<file path="src/rtl/shared_reg_arbiter.sv">
// shared_reg_arbiter: round-robin ownership of one shared WIDTH-bit register among NREQ requesters
module shared_reg_arbiter #(
  parameter int NREQ  = 4,
  parameter int WIDTH = 8,
  parameter int HOLD  = 2,
  parameter int OW    = $clog2(NREQ)
) (
  input  logic                  clk,
  input  logic                  reset,
  input  logic [NREQ-1:0]       req,
  input  logic [NREQ*WIDTH-1:0] wdata,
  output logic [NREQ-1:0]       gnt,
  output logic [NREQ-1:0]       ack,
  output logic [OW-1:0]         owner,
  output logic [WIDTH-1:0]      q,
  output logic [WIDTH-1:0]      qbar,
  output logic                  valid
);
  typedef enum logic [1:0] {S_IDLE, S_LOAD, S_HOLD} state_t;
  state_t            state_q, state_d;
  logic [NREQ-1:0]   gnt_q, gnt_d, ack_q, ack_d;
  logic [OW-1:0]     owner_q, owner_d, ptr_q, ptr_d, sel;
  logic [WIDTH-1:0]  data_q, data_d;
  logic              valid_q, valid_d, found;
  logic [3:0]        cnt_q, cnt_d;
  // first requester at or after the round-robin pointer, wrapping around
  always_comb begin
    found = 1'b0;
    sel = '0;
    for (int j = 0; j < NREQ; j++)
      if (!found && req[(int'(ptr_q) + j) % NREQ]) begin
        found = 1'b1;
        sel = OW'((int'(ptr_q) + j) % NREQ);
      end
  end
  // grant, load, hold-window sequencing; ack is a single-edge pulse
  always_comb begin
    state_d = state_q;
    gnt_d = gnt_q;
    ack_d = '0;
    owner_d = owner_q;
    ptr_d = ptr_q;
    data_d = data_q;
    valid_d = valid_q;
    cnt_d = cnt_q;
    case (state_q)
      S_IDLE: if (found) begin
        state_d = S_LOAD;
        gnt_d = NREQ'(1) << sel;
        owner_d = sel;
      end
      S_LOAD: begin
        data_d = wdata[owner_q*WIDTH +: WIDTH];
        ack_d[owner_q] = 1'b1;
        valid_d = 1'b1;
        ptr_d = (owner_q == OW'(NREQ-1)) ? '0 : owner_q + 1'b1;
        state_d = (HOLD == 0) ? S_IDLE : S_HOLD;
        gnt_d = (HOLD == 0) ? '0 : gnt_q;
        cnt_d = 4'(HOLD);
      end
      S_HOLD: begin
        cnt_d = cnt_q - 1'b1;
        if (cnt_q == 4'd1) begin
          state_d = S_IDLE;
          gnt_d = '0;
        end
      end
      default: state_d = S_IDLE;
    endcase
  end
  // state registers; reset clears everything without waiting for a clock
  always_ff @(posedge clk or posedge reset) begin
    if (reset) begin
      state_q <= S_IDLE;
      gnt_q <= '0;
      ack_q <= '0;
      owner_q <= '0;
      ptr_q <= '0;
      data_q <= '0;
      valid_q <= 1'b0;
      cnt_q <= '0;
    end else begin
      state_q <= state_d;
      gnt_q <= gnt_d;
      ack_q <= ack_d;
      owner_q <= owner_d;
      ptr_q <= ptr_d;
      data_q <= data_d;
      valid_q <= valid_d;
      cnt_q <= cnt_d;
    end
  end
  assign gnt = gnt_q;
  assign ack = ack_q;
  assign owner = owner_q;
  assign q = data_q;
  assign qbar = ~data_q;
  assign valid = valid_q;
endmodule

</file>
<file path="config.mk">
export PLATFORM = sky130hd
export DESIGN_NAME = shared_reg_arbiter
export DESIGN_NICKNAME = d
export VERILOG_FILES = /design/src/rtl/shared_reg_arbiter.sv
export SDC_FILE = /design/constraint.sdc
export NUM_CORES = 1
export LEC_CHECK = 0
export CAP_MARGIN = 15
export CORE_UTILIZATION = 45
export CTS_CLUSTER_SIZE = 25
export DETAILED_ROUTE_END_ITERATION = 10
export HOLD_SLACK_MARGIN = 0.1
export PLACE_DENSITY_LB_ADDON = 0.05
export SLEW_MARGIN = 10
export SYNTH_ARGS = -nofsm -noshare
export SYNTH_HDL_FRONTEND = slang
export SYNTH_SLANG_ARGS = --single-unit
</file>
<file path="constraint.sdc">
create_clock -name clk -period 3.35 [get_ports clk]
set_input_delay 0.335 -clock clk [delete_from_list [all_inputs] [get_ports clk]]
set_output_delay 0.335 -clock clk [all_outputs]
set_load 0.01 [all_outputs]
</file>
==> Word level (Yosys, flattened, before mapping) <==
Cells that the tools add are included.
{ "word_totals": {"output_inout_bits": 27, "register_bits": 27, "input_bits": 38, "word_cells": 77} }
{ "op_classes": {"n_eq_ne": 6, "n_mux": 30, "n_reduce_logical": 16, "magnitude_cmp": 6, "n_addsub": 5, "n_shift": 2, "n_bitwise": 4} }
{ "op_table": {"columns": ["cell", "count"], "rows": [
  ["$shiftx 32x6->8", 1],
  ["$pmux 4 s2", 2],
  ["$mux 2", 7],
  ["$lt 3x4->1 const B", 3],
  ["$mux 1", 12],
  ["$mux 4", 3],
  ["$bmux 1 s2", 4],
  ["$not 8->8", 1],
  ["$lt 2x3->1 const B", 2],
  ["$pmux 2 s3", 1],
  ["$reduce_or 2->1", 3],
  ["$add 2x1->2 const B", 2],
  ["$add 2x2->2 const B", 2],
  ["$eq 2x2->1 const B", 2],
  ["$eq 4x1->1 const B", 1],
  ["$logic_and 1x1->1", 4],
  ["$ne 2x2->1 const B", 2],
  ["$reduce_and 2->1", 2],
  ["$reduce_bool 2->1", 2],
  ["$shl 1x2->4 const A", 1],
  ["$sub 4x1->4 const B", 1],
  ["$and 1x1->1 const A", 3],
  ["$logic_not 1->1", 3],
  ["$reduce_and 3->1", 1],
  ["other kinds (4)", 4]
]} }

==> Longest topological paths before layout <==
Gate-level depths: netlist of run 1.
{ "depth": {"ltp_word": 17, "ltp_mapped": 6, "depth_no_buf": 6} }

==> Worst setup path after synthesis of run 1 <==
Ideal clock, no wire load.
{ "synth_path": {"path_kind": "register to register", "from": "reg cnt_q[1]", "to": "reg gnt_q[0], in the netlist gnt[0]", "arrival_time_ps": 1410, "slack_ps": 1819, "stages_incl_launch_ff": 7, "synth_period_minus_slack_ps": 1531, "n_path_buf": 0, "required_ps": 3228, "setup_ps": 122, "cell_sequence": "dfrtp_1 > inv_1 > ha_1 > or3b_1 > a22oi_2 > o21ai_2 > a32o_1"} }
{ "synth_via": {"elab_chain_cells": 3} }
{ "synth_lines": {"columns": ["element", "line_no", "source"], "rows": [
  ["from (decl)", "25", "logic [3:0] cnt_q, cnt_d;"],
  ["from (signal assigned)", "90", "cnt_q <= cnt_d;"],
  ["$eq 4x1->1", "63", "if (cnt_q == 4'd1) begin"],
  ["$ne 2x2->1 (no line)", null, null],
  ["$reduce_and 3->1 (no line)", null, null],
  ["to (signal assigned)", "84", "gnt_q <= gnt_d;"],
  ["to (decl)", "21", "logic [NREQ-1:0] gnt_q, gnt_d, ack_q, ack_d;"]
]} }
Every way passes these cells.
A chain may end at the register's enable or synchronous reset.

==> Final worst setup path of run 1 <==
{ "layout_path": {"from": "reg owner_q[0], in the netlist owner[0]", "to": "out owner[0]"} }
{ "layout_rtl": {"columns": ["element", "line_no", "source"], "rows": [
  ["from (decl)", "22", "logic [OW-1:0] owner_q, owner_d, ptr_q, ptr_d, sel;"],
  ["from (signal assigned)", "86", "owner_q <= owner_d;"],
  ["to (decl)", "14", "output logic [OW-1:0] owner,"]
]} }
No word-level cell between the ends.

==> reports/metrics.cfg, run 1 <==
[status]
status = finished clean

[yosys]
synth_warnings = 0
synth_edf_count = 0
synth_top_area_share_pct = 46.1
yosysTopAreaCell = dfrtp_1
synth_area_leaders = dfrtp_1 46%, mux4_2 12%, ha_1 8.5%, o21ai_0 4.8%, inv_1 4.6%
synth_cells = 135
yosysSeqAreaShare_pct = 46.1
yosysUniqueCellTypes = 28
syn_nets = 183
synth.avg_cell_area_um2 = 10.9
synth.ff_latch_count = 27
synthArstFlopShare_pct = 100
ys.flop_type = dfrtp_1
synth_most_common_cell = dfrtp_1
synth_common_cells = 27 x dfrtp_1, 18 x inv_1, 15 x nand2_1
synth_area_um2 = 1470

[cells_and_area]
area_delta_synth_final_pct = 48.4
final_nets = 248
n_fill_cell = 251
layout.cells.non_filler = 243
antenna_cells = 0
finalInstanceArea_um2 = 2180
layout-drive-gt1-share_pct = 9.05
finish.utilization_pct = 70.7

[worst_setup_path]
rr_startpoint = state_q[1]$_DFFE_PP0P_
worstSetupEndpointType = output pin
critical-path-max-stage-delay_ns = 0.80
critPathMaxFanout = 13
worst-path-buf-inv = 1
cp-startpoint = owner[0]$_DFFE_PP0P_
start_kind = flop
cpMaxStageDelayCell = dfrtp_1
path_delay_family = flip-flops
critPathKind = flop to output pin
cp.arrival_ns = 1.79
cp.required_ns = 3.01
crit_chain = clkdlybuf4s50_1

[timing]
worstMarginPinSlew_ns = 1.00
slew_viol_final = 0
finalClockSkew_ns = 0.00169
timing.fmax_ghz = 0.471
finalHoldViolCount = 0
slew_headroom_pct = 33.3
fin_setup_tns_ns = 0
fin_ws_ns = 1.23
setup_viol = 0
min_period_over_period_pct = 63.4
rsz0062_at_grt = no
fin_crit_ns = 2.12

[die]
initial_core_util_pct = 47.6
die-area_um2 = 3490
die_h_um = 59.1
die_w_um = 59.1
rows = 20
boundaryPins = 65
core_um2 = 3080

[clock_network]
cts_root_buf = clkbuf_4
hold_buffers = 0
worstSkewPairLatency_ns = 0.32
cts_tree = yes
h-tree-depth = 1
clk_pin_slew_worst_paths_ns = 0.15
cts.sinks = 27
cts_resized = 0
numCtsBuffers = 3
cts_setup_buffers = 0
clockBufferDepth = 2

[drt]
drt-initial-drc-count = 38
first_pass_iters = 4
avgViaCountPerCell = 5.03
routed_wl_mm = 3.40
ant_nets = 0
wl_per_cell_um = 14.0
drc = 0
vias = 1223

[min_path]
hold_path.startpoint = valid$_DFFE_PP0P_
hold_class = flop to flop

[place]
dp_hpwl_mm = 2.69
dpl_cell_area_um2 = 2150
gp_congestion = 0.740
pre_cts_ws_ns = 1.43
dp.cells = 239
port-buffer-count = 64

[power]
power_leakage_nw = 0.923
p_per_area_nw_per_um2 = 779
ir_drop_v = 0.000416

[grt]
grt_antenna_before_repair = 0
grt_start_max_net_pins = 28
grt_pass1_vias = 1190
grt.total_usage_pct = 21.0
grt_pass1_wl_mm = 5.43
overflow = 0

[job]
drv_cap = 0

[stage by stage]
step,power (mW),hold WS (ns)
2_1_floorplan,1.13,0.388
3_3_place_gp,1.52,0.451
3_5_place_dp,1.57,0.454
4_1_cts,1.71,0.488
5_1_grt,1.83,0.507
6_report,1.69,0.480
[cell usage in the layout (no fill, tap or decap), types with 2 or more instances in the layout]
cell | Yosys | routed
ha_1 | 10 | 10
o22ai_1 | 4 | 4
nand2b_1 | 2 | 2
a21oi_1 | 4 | 4
or2_2 | 2 | 2
mux4_2 | 8 | 8
inv_1 | 18 | 18
nand2_1 | 15 | 15
o21ai_0 | 14 | 14
clkdlybuf4s50_1 | 0 | 64
nor2_1 | 3 | 3
clkbuf_4 | 0 | 3
a32o_1 | 4 | 4
o21a_1 | 2 | 2
dfrtp_1 | 27 | 27
nand3_1 | 3 | 3
and2_1 | 4 | 4
[sequential cells by signal, indices dropped and copies added, names as in the netlist]
register	cells
cnt_q	4
q	8
ack	4
valid	1
state_q	2
owner	2
ptr_q	2
gnt	4
[per-layer routing]
| layer | share of wire [%] | GRT usage, % | up-vias |
|---|---|---|---|
| met3 | 7.3 | 3.93 | 4 |
| met2 | 51 | 37.5 | 45 |
| met4 | 0.91 | 7.82 | 0 |
| met5 | 0 | 0 | - |
| met1 | 41 | 25.2 | 574 |
| li1 | - | - | 600 |
[layout make-up]
type	count	area, um2	area share [%]
Timing Repair Buffer	64	641	29.4
Inverter	18	67.6	3.11
Multi-Input combinational cell	86	707	32.5
Sequential cell	27	676	31.1
Clock buffer	3	22.5	1.04
Clock inverter	1	7.51	0.345
Tap cell	44	55.1	2.53
[kinds of logic after synthesis]
| logic type | count (synthesis) | synth area share [%] |
|---|---|---|
| simple gates | 33 | 11.3 |
| flops | 27 | 46.1 |
| fa+ha+maj | 10 | 8.53 |
| buf+inv | 22 | 5.72 |
| mux | 10 | 13.7 |
| compound gates | 33 | 14.6 |
[power breakdown]
| part | internal [mW] | switching, mW |
|---|---|---|
| registers | 0.456 | 0.130 |
| clock network | 0.0456 | 0.0995 |
| logic | 0.528 | 0.435 |
| total | 1.03 | 0.665 |
[path summary, 6_finish.rpt]
check,endpoint,slack [ns],cells after the start
setup / recovery,owner[0],1.23,1
hold / removal,valid$_DFFE_PP0P_,0.48,1
setup reg to reg,ptr_q[1]$_DFFE_PP0P_,1.65,3
hold reg to reg,valid$_DFFE_PP0P_,0.48,1
max in group asynchronous,cnt_q[3]$_DFFE_PP0P_,2.21,2
min in group asynchronous,state_q[1]$_DFFE_PP0P_,0.54,2
No activity file was read; power rests on OpenSTA's default activity.
==> run 2, diff against run 1 <==
--- a/config.mk
+++ b/config.mk
@@ -6,7 +6,7 @@
 export NUM_CORES = 1
 export LEC_CHECK = 0
 export CAP_MARGIN = 15
-export CORE_UTILIZATION = 45
+export CORE_UTILIZATION = 42
 export CTS_CLUSTER_SIZE = 25
 export DETAILED_ROUTE_END_ITERATION = 10
 export HOLD_SLACK_MARGIN = 0.1
==> constraint.sdc (replaced) <==
create_clock -name clk -period 2.1 [get_ports clk]
set_input_delay 0.21 -clock clk [delete_from_list [all_inputs] [get_ports clk]]
set_output_delay 0.21 -clock clk [all_outputs]
set_load 0.01 [all_outputs]
==> reports/metrics.cfg, run 2 (synthesis results as in run 1) <==
[status]
status = finished clean

[timing]
finalClockSkew_ns = 0.00301
finalHoldViolCount = 0
fin_crit_ns = 1.87
fin_setup_tns_ns = 0
min_period_over_period_pct = 89.1
setup_viol = 0
worstMarginPinSlew_ns = 0.523
rsz0062_at_grt = no
holdWs_ns = 0.227
timing.fmax_ghz = 0.535
fin_ws_ns = 0.230
slew_headroom_pct = 65.2
slew_viol_final = 0

[worst_setup_path]
critPathMaxFanout = 13
worstSetupEndpointType = output pin
critical-path-max-stage-delay_ns = 0.70
cp.arrival_ns = 1.66
critPathKind = flop to output pin
cpMaxStageDelayCell = dfrtp_1
crit_chain = clkdlybuf4s50_1
path_delay_family = flip-flops
worst-path-buf-inv = 1
cp.required_ns = 1.89
start_kind = flop

[cells_and_area]
largest_reg_flops = 8
antenna_cells = 0
area_delta_synth_final_pct = 49.7
final_cell_mix = 64 x clkdlybuf4s50_1, 26 x dfrtp_1, 18 x inv_1
layout-drive-gt1-share_pct = 10.4
finish.utilization_pct = 65.8
final_common_cell = clkdlybuf4s50_1
final_nets = 250

[drt]
wl_per_cell_um = 13.8
drc = 0
dr_wl_met2_mm = 1.79
m1WireLength_mm = 1.39
vias = 1240
ant_nets = 0
met3_length_um = 213
routed_wl_mm = 3.41
first_pass_iters = 3
avgViaCountPerCell = 5.02
drt-initial-drc-count = 38
highest_layer = met4

[power]
p_per_area_nw_per_um2 = 1240
ir_drop_v = 0.000672
power_leakage_nw = 0.932

[clock_network]
clockBufferDepth = 2
cts_setup_buffers = 0
cts.sinks = 27
cts_tree = yes
worstSkewPairLatency_ns = 0.32
h-tree-depth = 1
hold_buffers = 0
clk_pin_slew_worst_paths_ns = 0.15
cts_root_buf = clkbuf_4
numCtsBuffers = 3
cts_resized = 0

[grt]
grt_pass1_wl_mm = 5.52
grt_pass1_vias = 1234
overflow = 0
grt_start_max_net_pins = 28
grt_antenna_before_repair = 0
grt.total_usage_pct = 20.1

[place]
port-buffer-count = 64
gp_congestion = 0.687
pre_cts_ws_ns = 0.308
dp_hpwl_mm = 2.69

[min_path]
hold_class = primary input to asynchronous set/reset pin

[die]
die_w_um = 61.1
boundaryPins = 65
initial_core_util_pct = 43.9
die_h_um = 61.1
rows = 21
die-area_um2 = 3730
core_um2 = 3340

[job]
drv_cap = 0

## run 2: metrics by stage
step / instance area, um2 / cells / power, mW
2_1_floorplan: 1470 / 135 / 1.80
3_3_place_gp: 2160 / 243 / 2.45
3_5_place_dp: 2160 / 243 / 2.52
4_1_cts: 2190 / 247 / 2.76
5_1_grt: 2190 / 247 / 2.97
6_report: 2190 / 247 / 2.72
## run 2: path summary, 6_finish.rpt
path	startpoint	slack, ns	depth (start not counted)	endpoint
setup / recovery	owner[1]$_DFFE_PP0P_	0.23	1	owner[1]
setup reg to reg	cnt_q[1]$_DFFE_PP0P_	0.41	6	gnt[1]$_DFFE_PP0P_
hold / removal	reset	0.23	3	cnt_q[3]$_DFFE_PP0P_
max in group asynchronous	reset	1.61	3	owner[0]$_DFFE_PP0P_
min in group clk	valid$_DFFE_PP0P_	0.49	1	valid$_DFFE_PP0P_
hold reg to reg	valid$_DFFE_PP0P_	0.49	1	valid$_DFFE_PP0P_
## run 2: report_power, final
| part | total [mW] | internal (mW) | switching [mW] |
|---|---|---|---|
| Combinational | 1.55 | 0.854 | 0.696 |
| Clock | 0.230 | 0.0728 | 0.157 |
| Sequential | 0.941 | 0.729 | 0.213 |
## run 2: area by class of cell
| cell class | count | area (um2) |
|---|---|---|
| clock buffer | 3 | 22.5 |
| inverter | 18 | 67.6 |
| timing repair buffer | 66 | 656 |
| multi-input combinational | 86 | 707 |
| sequential | 27 | 677 |
| clock inverter | 1 | 7.51 |
| tap | 46 | 57.6 |
| fill | 293 | 1140 |
## run 2: layer usage
layer / GRT usage (%) / vias to the layer above
li1: - / 607
met1: 24.4 / 594
met2: 36.5 / 37
met3: 2.94 / 2
met4: 6.82 / 0
met5: 0 / -
